==> src/rtl/cpu_pkg.sv <==
// Shared types and constants for the pipelined vector CPU front end.
// Latency: n/a (declarations only).
// Backpressure: n/a (declarations only).
// Contents: default datapath widths, the decode NOP encoding, fetch hold-FSM states.
package cpu_pkg;

  localparam int CPU_ADDR_W  = 32;
  localparam int CPU_INSTR_W = 32;

  // Instruction presented to decode when the slot is empty.
  localparam logic [CPU_INSTR_W-1:0] INSTR_NOP = '0;

  // RUN: decode sees the live memory output register.
  // HOLD: decode sees the instruction parked in holdQ during a decode stall.
  typedef enum logic {
    RUN  = 1'b0,
    HOLD = 1'b1
  } fetch_state_t;

endpackage

==> src/rtl/fetch_stage.sv <==
// Instruction fetch plus IF/ID pipeline register feeding decode.
// Latency: first instruction reaches decode 1 cycle after reset release; 1 instr/cycle sustained.
// Backpressure: stall_f holds the PC, stall_d holds IF/ID (instruction parked in holdQ), flush_d empties IF/ID.
//
// Ports:
//   clk, reset                    clock, async active-high reset
//   stall_f, stall_d, flush_d     hazard-unit controls
//   branch_taken_e/_target_e      redirect from execute (beats stall_f)
//   imem_addr, imem_rd_en         synchronous instruction memory request (1-cycle read)
//   imem_rdata                    memory read data, valid the cycle after an enabled read
//   pc_d, pc_plus_d, instr_d, valid_d   decode-side IF/ID outputs
module fetch_stage
  import cpu_pkg::*;
#(
  parameter int                ADDR_W   = CPU_ADDR_W,
  parameter int                INSTR_W  = CPU_INSTR_W,
  parameter logic [ADDR_W-1:0] RESET_PC = '0,
  parameter logic [ADDR_W-1:0] PC_INC   = ADDR_W'(4)
) (
  input  logic               clk,
  input  logic               reset,
  input  logic               stall_f,
  input  logic               stall_d,
  input  logic               flush_d,
  input  logic               branch_taken_e,
  input  logic [ADDR_W-1:0]  branch_target_e,
  output logic [ADDR_W-1:0]  imem_addr,
  output logic               imem_rd_en,
  input  logic [INSTR_W-1:0] imem_rdata,
  output logic [ADDR_W-1:0]  pc_d,
  output logic [ADDR_W-1:0]  pc_plus_d,
  output logic [INSTR_W-1:0] instr_d,
  output logic               valid_d
);

  logic [ADDR_W-1:0]  pcF;
  logic [ADDR_W-1:0]  pcD;
  logic               validD;
  logic [INSTR_W-1:0] holdQ;
  fetch_state_t       state;
  fetch_state_t       stateNext;

  // A decode stall that is not being flushed freezes the decode slot.
  logic holdReq;
  assign holdReq = stall_d && !flush_d;

  // PC register: a redirect always wins, even over a fetch stall.
  always_ff @(posedge clk or posedge reset) begin
    if (reset) begin
      pcF <= RESET_PC;
    end else if (branch_taken_e) begin
      pcF <= branch_target_e;
    end else if (!stall_f) begin
      pcF <= pcF + PC_INC;
    end
  end

  assign imem_addr = pcF;

  // The memory output register is the instruction half of IF/ID, so a read is
  // issued exactly when the PC half is loaded; on a flush the read is harmless.
  assign imem_rd_en = !reset && (!stall_d || flush_d);

  // IF/ID PC/valid half. A flush only clears valid; the PC is left as is.
  always_ff @(posedge clk or posedge reset) begin
    if (reset) begin
      pcD    <= '0;
      validD <= 1'b0;
    end else if (flush_d) begin
      validD <= 1'b0;
    end else if (!stall_d) begin
      pcD    <= pcF;
      validD <= 1'b1;
    end
  end

  // Hold FSM: state register.
  always_ff @(posedge clk or posedge reset) begin
    if (reset) begin
      state <= RUN;
    end else begin
      state <= stateNext;
    end
  end

  // Hold FSM: next-state logic.
  always_comb begin
    stateNext = state;
    case (state)
      RUN:     stateNext = holdReq ? HOLD : RUN;
      HOLD:    stateNext = holdReq ? HOLD : RUN;
      default: stateNext = RUN;
    endcase
  end

  // The memory is not read while decode stalls, so its output goes stale after
  // the first stall cycle; park the instruction on entry to HOLD.
  always_ff @(posedge clk or posedge reset) begin
    if (reset) begin
      holdQ <= '0;
    end else if (state == RUN && holdReq) begin
      holdQ <= imem_rdata;
    end
  end

  // Hold FSM: output logic.
  always_comb begin
    instr_d = INSTR_W'(INSTR_NOP);
    if (validD) begin
      instr_d = (state == HOLD) ? holdQ : imem_rdata;
    end
  end

  assign pc_d      = pcD;
  assign valid_d   = validD;
  assign pc_plus_d = pcD + PC_INC;

endmodule

==> config.mk <==
export PLATFORM = sky130hd
export DESIGN_NAME = fetch_stage
export DESIGN_NICKNAME = d
export VERILOG_FILES = /design/src/rtl/cpu_pkg.sv /design/src/rtl/fetch_stage.sv
export SDC_FILE = /design/constraint.sdc
export NUM_CORES = 1
export LEC_CHECK = 0
export CAP_MARGIN = 20
export CORE_AREA = 2 2 124 126
export CTS_BUF_LIST = sky130_fd_sc_hd__clkbuf_16
export DETAILED_ROUTE_END_ITERATION = 10
export DIE_AREA = 0 0 126 128
export DONT_BUFFER_PORTS = 1
export GPL_ROUTABILITY_DRIVEN = 0
export SLEW_MARGIN = 20
export SYNTH_ARGS = -nofsm -noshare
export SYNTH_HDL_FRONTEND = slang
export SYNTH_SLANG_ARGS = --single-unit
==> constraint.sdc <==
create_clock -name clk -period 3.42 [get_ports clk]
set_clock_uncertainty 0.1 [all_clocks]
set_input_delay 0.342 -clock clk [delete_from_list [all_inputs] [get_ports clk]]
set_output_delay 0.342 -clock clk [all_outputs]
set_load 0.05 [all_outputs]
==> impl_metrics.py, run 1 <==
metrics = {
    "pwr": {
        "switching_power_uw": 1710,
        "combPwrFrac_pct": 31.0,
        "p_leak_uw": 0.00259,
        "switching_share_pct": 43.4,
        "powerDensity_nw_per_um2": 617,
        "p_seq_share_pct": 45.3,
        "vdd_drop_max_mv": 0.306,
        "p_clk_share_pct": 23.7,
        "intPower_uw": 2230,
    },
    "worst_setup_path": {
        "critPathLaunchType": "flop",
        "crit_fanout": 6,
        "critical_path.endpoint_type": "primary output",
        "crit_arrival_ns": 2.59,
        "crit_required_ns": 2.98,
        "setup.worst_path.class": "reg2out",
    },
    "clock_network": {
        "htreeDepth": 3,
        "cts_setup_buffers": 0,
        "cts_resized": 0,
        "clk_latency_ns": 0.35,
        "cts_buffers": 9,
        "ctsLongestPathBuffers": 2,
        "cts_tree": "built",
        "clock_sinks": 98,
        "clk_pin_slew_ns": 0.07,
        "root_buffer": "clkbuf_16",
    },
    "synth": {
        "synth_fp_nets": 574,
        "synth_top_cell_area_share_pct": 46.6,
        "synthFlopType": "dfrtp_1",
        "synth_common_cells": "dfrtp_1 (98), mux2_2 (65), nor2_1 (56)",
        "ys_top_cells_by_area": "dfrtp_1 (47%), mux2_2 (14%), mux2i_1 (6.3%), xnor2_1 (5.3%), nor2_1 (4.0%)",
        "synth_area_sq_um": 5260,
        "synth_cells": 502,
        "synthDominantAreaCellType": "dfrtp_1",
        "ys_types": 40,
        "synth_edf_count": 0,
        "avgSynthCellArea_sq_um": 10.5,
        "synth.most_common_cell": "dfrtp_1",
        "yosysWarnings": 0,
        "async_flop_share_pct": 100,
        "yosysSeqAreaShare_pct": 46.6,
        "ys_ff_latch": 98,
    },
    "floorplan": {
        "core_area_sq_um": 14900,
        "initial_utilization_pct": 35.4,
        "die_height_um": 128,
        "fp-row-count": 45,
        "top_level_ports": 200,
        "die_area_sq_um": 16100,
        "die_x_um": 126,
    },
    "sta": {
        "drv_slew": 0,
        "tns_ns": 0,
        "worst_slew_pin_slew_ns": 1.04,
        "max_freq_ghz": 0.330,
        "timing.final.ws_setup_ns": 0.387,
        "rsz0062_at_grt": "false",
        "max_slew_margin_pct": 30.8,
        "timing.final.crit_share_pct": 88.7,
        "fin_crit_ns": 3.03,
        "finalSetupViolCount": 0,
        "final_hold_viol_count": 0,
    },
    "global_routing": {
        "grt_start_max_net_pins": 68,
        "grt_overflow": 0,
        "grt_pass1_wl_um": 22700,
        "grt_pass1_vias": 4127,
        "grt_usage_pct": 17.9,
        "antenna_found_initial": 0,
    },
    "run": {
        "drv_cap": 0,
    },
    "route": {
        "drt-total-wl_um": 14700,
        "viasPerCell": 5.52,
        "first_iter_violations": 93,
        "drt-pass1-iter-count": 4,
        "via_count": 4250,
        "drc": 0,
        "antenna_left": 0,
        "wire_per_inst_um": 19.0,
    },
    "final_layout": {
        "final_cell_area_sq_um": 6370,
        "final_nets": 650,
        "n_fill_cell": 1457,
        "antenna_cells": 0,
        "areaGrowthSynthToFinish_pct": 21.0,
        "drive_gt1_share_pct": 29.7,
    },
    "run_status": {
        "status": "finished, final reports clean",
    },
    "min_path": {
        "min_path_type": "in2reg",
    },
    "placed_design": {
        "port_buffers": 0,
        "place_area_sq_um": 6050,
        "hpwl_um": 10900,
        "place_ws_ns": 0.538,
    },
}
per-layer routing:
metal / wire [um] / up-vias / global-route usage (%)
li1: - / 1971 / -
met1: 6230 / 2091 / 23.4
met2: 6970 / 169 / 28.4
met3: 1160 / 19 / 5.13
met4: 294 / 0 / 6.53
met5: 0 / - / 0
cell usage in the layout (no fill, tap or decap), types with 8 or more instances in the layout:
cell type  synthesis  final
o21ai_0           15     15
dfrtp_1           98     97
nand3_1           24     24
nor2_1            56     55
nand4_1           16     16
inv_1              9      8
buf_4              2     88
mux2i_1           33     33
xnor2_1           32     32
nand2_1           32     32
mux2_2            65     65
clkbuf_16          0      9
or4_1             15     15
o31ai_1           13     13
a31oi_1           17     17
state kept, by name, summed over array words and instances, names as in the netlist:
name / cells
holdQ: 32
imem_addr: 32
pc_d: 32
state: 1
valid_d: 1
kinds of logic after synthesis:
logic type               synth area share (%)
adder cells (fa/ha/maj)                 0.476
buffers and inverters                    3.02
AO/OA/AOI/OAI                            5.92
multiplexers                             20.2
XOR/XNOR                                 6.33
flip-flops                               46.6
AND/OR/NAND/NOR                          17.5
path summary, 6_finish.rpt:
kind / from / end / slack (ns) / cells after the start
setup / recovery: pc_d[14] / pc_plus_d[22] / 0.39 / 6
setup reg to reg: imem_addr[5] / imem_addr[26] / 0.49 / 4
min in group asynchronous: reset / holdQ[31] / 0.56 / 2
hold reg to reg: holdQ[9] / holdQ[9] / 0.41 / 1
max in group asynchronous: reset / holdQ[25] / 1.85 / 3
hold / removal: branch_taken_e / imem_addr[6] / 0.01 / 2
stage by stage:
stage | util, % | power (uW) | cells | hold WS, ns
2_1_floorplan | - | 2670 | 502 | 0.305
3_3_place_gp | 40.7 | 3000 | 750 | 0.308
3_5_place_dp | 40.7 | 3030 | 750 | 0.319
4_1_cts | 42.8 | 3970 | 769 | 0.00244
5_1_grt | 42.8 | 4110 | 770 | 0.0146
6_report | 42.8 | 3930 | 770 | 0.0148
power groups by stage:
stage | sequential [uW] | clock, uW | combinational, uW
after floorplan | 1890 | 0 | 776
after global placement | 1790 | 0 | 1200
after detailed placement | 1810 | 0 | 1220
after CTS | 1780 | 959 | 1230
after global routing | 1810 | 1010 | 1290
final | 1780 | 931 | 1220
final cells by class:
type | count | area, sq um | share of cell area [%]
clock inverter | 6 | 42.5 | 0.668
timing repair buffer | 93 | 711 | 11.2
clock buffer | 9 | 225 | 3.54
tap | 188 | 235 | 3.69
multi-input combinational | 366 | 2660 | 41.8
inverter | 10 | 40.0 | 0.629
sequential | 98 | 2450 | 38.5
critical path, stage by stage, from the launching register on:
cell and delay, ns:
dfrtp_1 0.74, and3_1 0.37, nor4bb_1 0.43, buf_4 0.21, nand4_1 0.12, xnor2_1 0.15, buf_4 0.22
repair_timing:
item | in CTS | in global routing
endpoints found under the setup margin | 0 | 0
hold buffers | 4 | 1
hold endpoints to repair | 58 | 3
Power figures use the tool's default switching activity.
==> run 2: changes to the inputs <==
==> constraint.sdc (replaced) <==
create_clock -name clk -period 2.7 [get_ports clk]
set_clock_uncertainty 0.1 [all_clocks]
set_input_delay 0.27 -clock clk [delete_from_list [all_inputs] [get_ports clk]]
set_output_delay 0.27 -clock clk [all_outputs]
set_load 0.05 [all_outputs]
==> run 2 against run 1 <==
Combinational power grew 89%; power grew 40%; clock-buffer cell count is the same; final cell count grew 12%; core utilization grew 8.9 points; critical endpoint is now pc_plus_d[31]; first-iteration DRC count grew 99%; sequential power grew 9%; global-route usage grew 1.7 points.
==> impl_metrics.py, run 2 (synthesis results as in run 1) <==
metrics = {
    "final_layout": {
        "drive_gt1_share_pct": 33.9,
        "final_nets": 742,
        "n_fill_cell": 1288,
        "final_core_util_pct": 51.7,
        "areaGrowthSynthToFinish_pct": 46.1,
        "most-common-layout-cells": "buf_4 (105), dfrtp_1 (97), mux2_2 (65)",
        "antenna_cells": 0,
        "final_common_cell": "buf_4",
    },
    "route": {
        "via_count": 4648,
        "drt-pass1-iter-count": 5,
        "top_layer": "met4",
        "wl_met3_um": 1100,
        "m1WireLength_um": 6320,
        "met2_length_um": 7970,
        "viasPerCell": 5.39,
        "drc": 0,
        "first_iter_violations": 185,
        "wire_per_inst_um": 18.1,
        "drt-total-wl_um": 15700,
        "antenna_left": 0,
    },
    "clock_network": {
        "clk_pin_slew_ns": 0.07,
        "cts_setup_buffers": 0,
        "root_buffer": "clkbuf_16",
        "cts_tree": "built",
        "clock_sinks": 98,
        "htreeDepth": 3,
        "cts_buffers": 9,
        "ctsLongestPathBuffers": 2,
        "clk_latency_ns": 0.35,
    },
    "worst_setup_path": {
        "critPathLaunchType": "flop",
        "path_cells": "buf_4 -> nand3_1 -> nor4_2 -> buf_4 -> nand4_1 -> xnor2_4 -> buf_12",
        "crit_arrival_ns": 2.19,
        "crit_top_cell": "buf_4",
        "reg2reg_to": "imem_addr[13]",
        "regToRegSetupSlack_ns": 0.28,
        "setup.worst_path.class": "reg2out",
        "crit_fanout": 10,
        "slowest_delay_ns": 0.35,
        "slowest_stage": "dfrtp_1",
        "critical_path.endpoint_type": "primary output",
        "r2r-start": "imem_addr[3]",
        "cpLargestDelayFamily": "buffers and inverters",
        "crit_required_ns": 2.33,
        "r2r_cells": 6,
        "cp_num_buf_inv": 3,
    },
    "run_status": {
        "status": "finished, final reports clean",
    },
    "global_routing": {
        "grt_usage_pct": 19.6,
        "grt_overflow": 0,
        "grt_pass1_wl_um": 25000,
        "antenna_found_initial": 0,
        "grt_start_max_net_pins": 69,
        "grt_pass1_vias": 4652,
    },
    "placed_design": {
        "port_buffers": 0,
        "hpwl_um": 11600,
    },
    "floorplan": {
        "die_height_um": 128,
        "die_x_um": 126,
        "fp-row-count": 45,
        "die_area_sq_um": 16100,
        "core_area_sq_um": 14900,
        "initial_utilization_pct": 35.4,
        "top_level_ports": 200,
    },
    "min_path": {
        "hp-start": "branch_target_e[23]",
        "min_path_type": "in2reg",
        "hold-path-endpoint": "imem_addr[23]",
        "min_path_cells": 2,
    },
    "sta": {
        "final_hold_viol_count": 0,
        "max_slew_margin_pct": 35.8,
        "finalSetupViolCount": 0,
        "worst_slew_pin_slew_ns": 0.962,
        "drv_slew": 0,
        "timing.final.crit_share_pct": 94.8,
        "max_freq_ghz": 0.390,
        "fin_crit_ns": 2.56,
        "rsz0062_at_grt": "true",
    },
    "pwr": {
        "intPower_uw": 3240,
        "p_leak_uw": 0.00323,
        "powerDensity_nw_per_um2": 718,
        "combPwrFrac_pct": 41.6,
        "switching_share_pct": 41.3,
        "switching_power_uw": 2280,
        "p_seq_share_pct": 35.1,
        "vdd_drop_max_mv": 0.322,
        "p_clk_share_pct": 23.2,
        "power.total_uw": 5520,
    },
    "run": {
        "drv_cap": 0,
    },
}
-- run 2: changes by cell type in the layout (fill, tap and decap cells not counted), moves of 2 or more --
cell / previous run / this run
clkinv_4: 2 / 0
xnor2_2: 0 / 11
xnor2_4: 0 / 6
dlygate4sd3_1: 5 / 61
buf_4: 88 / 105
buf_12: 0 / 19
xnor2_1: 32 / 15
-- run 2: per-stage QoR --
step           instance area, sq um  instances  hold slack [ns]  setup TNS, ns  worst slack, ns
2_1_floorplan                  5470        502            0.233         -0.742           -0.138
3_3_place_gp                   6770        786            0.171              0            0.514
3_5_place_dp                   6770        786            0.187              0            0.456
4_1_cts                        7670        863          0.00179              0           0.0705
5_1_grt                        7690        863           0.0205       -0.00412         -0.00412
6_report                       7690        863           0.0166              0            0.139
-- run 2: cell type report --
type | count | area (sq um) | area share [%]
multi-input combinational | 366 | 2880 | 37.5
sequential | 98 | 2450 | 31.9
timing repair buffer | 185 | 1780 | 23.1
tap | 188 | 235 | 3.06
clock buffer | 9 | 225 | 2.93
clock inverter | 7 | 67.6 | 0.879
inverter | 10 | 41.3 | 0.537
-- run 2: worst max path at each step --
stage                      start       endpoint  slack [ns]  depth (start not counted)
floorplan                pc_d[3]  pc_plus_d[16]       -0.14                          4
global placement         pc_d[2]  pc_plus_d[22]        0.51                          7
detailed placement  imem_addr[3]  imem_addr[21]        0.46                          5
CTS                      pc_d[2]  pc_plus_d[22]        0.07                          7
global route             pc_d[2]  pc_plus_d[31]      -0.004                          7
finish                   pc_d[2]  pc_plus_d[31]        0.14                          7
-- run 2: power by group through the flow --
stage	Combinational [uW]	Sequential, uW	Clock [uW]
after floorplan	1030	2420	0
after global placement	2200	1950	0
after detailed placement	2220	1970	0
after CTS	2310	1940	1320
after global routing	2400	1970	1390
final	2300	1940	1280
-- run 2: what timing repair did --
action                                  4_1_cts  5_1_grt
endpoints found under the setup margin        0        5
hold buffers                                 61        0
gates resized for setup                       0        2
endpoints found under the hold margin        87        0
-- run 2: routing by layer --
| layer | track usage, % | vias to the layer above |
|---|---|---|
| met1 | 23.6 | 2267 |
| li1 | - | 2169 |
| met2 | 34.7 | 192 |
| met4 | 6.85 | 0 |
| met5 | 0 | - |
| met3 | 4.42 | 20 |
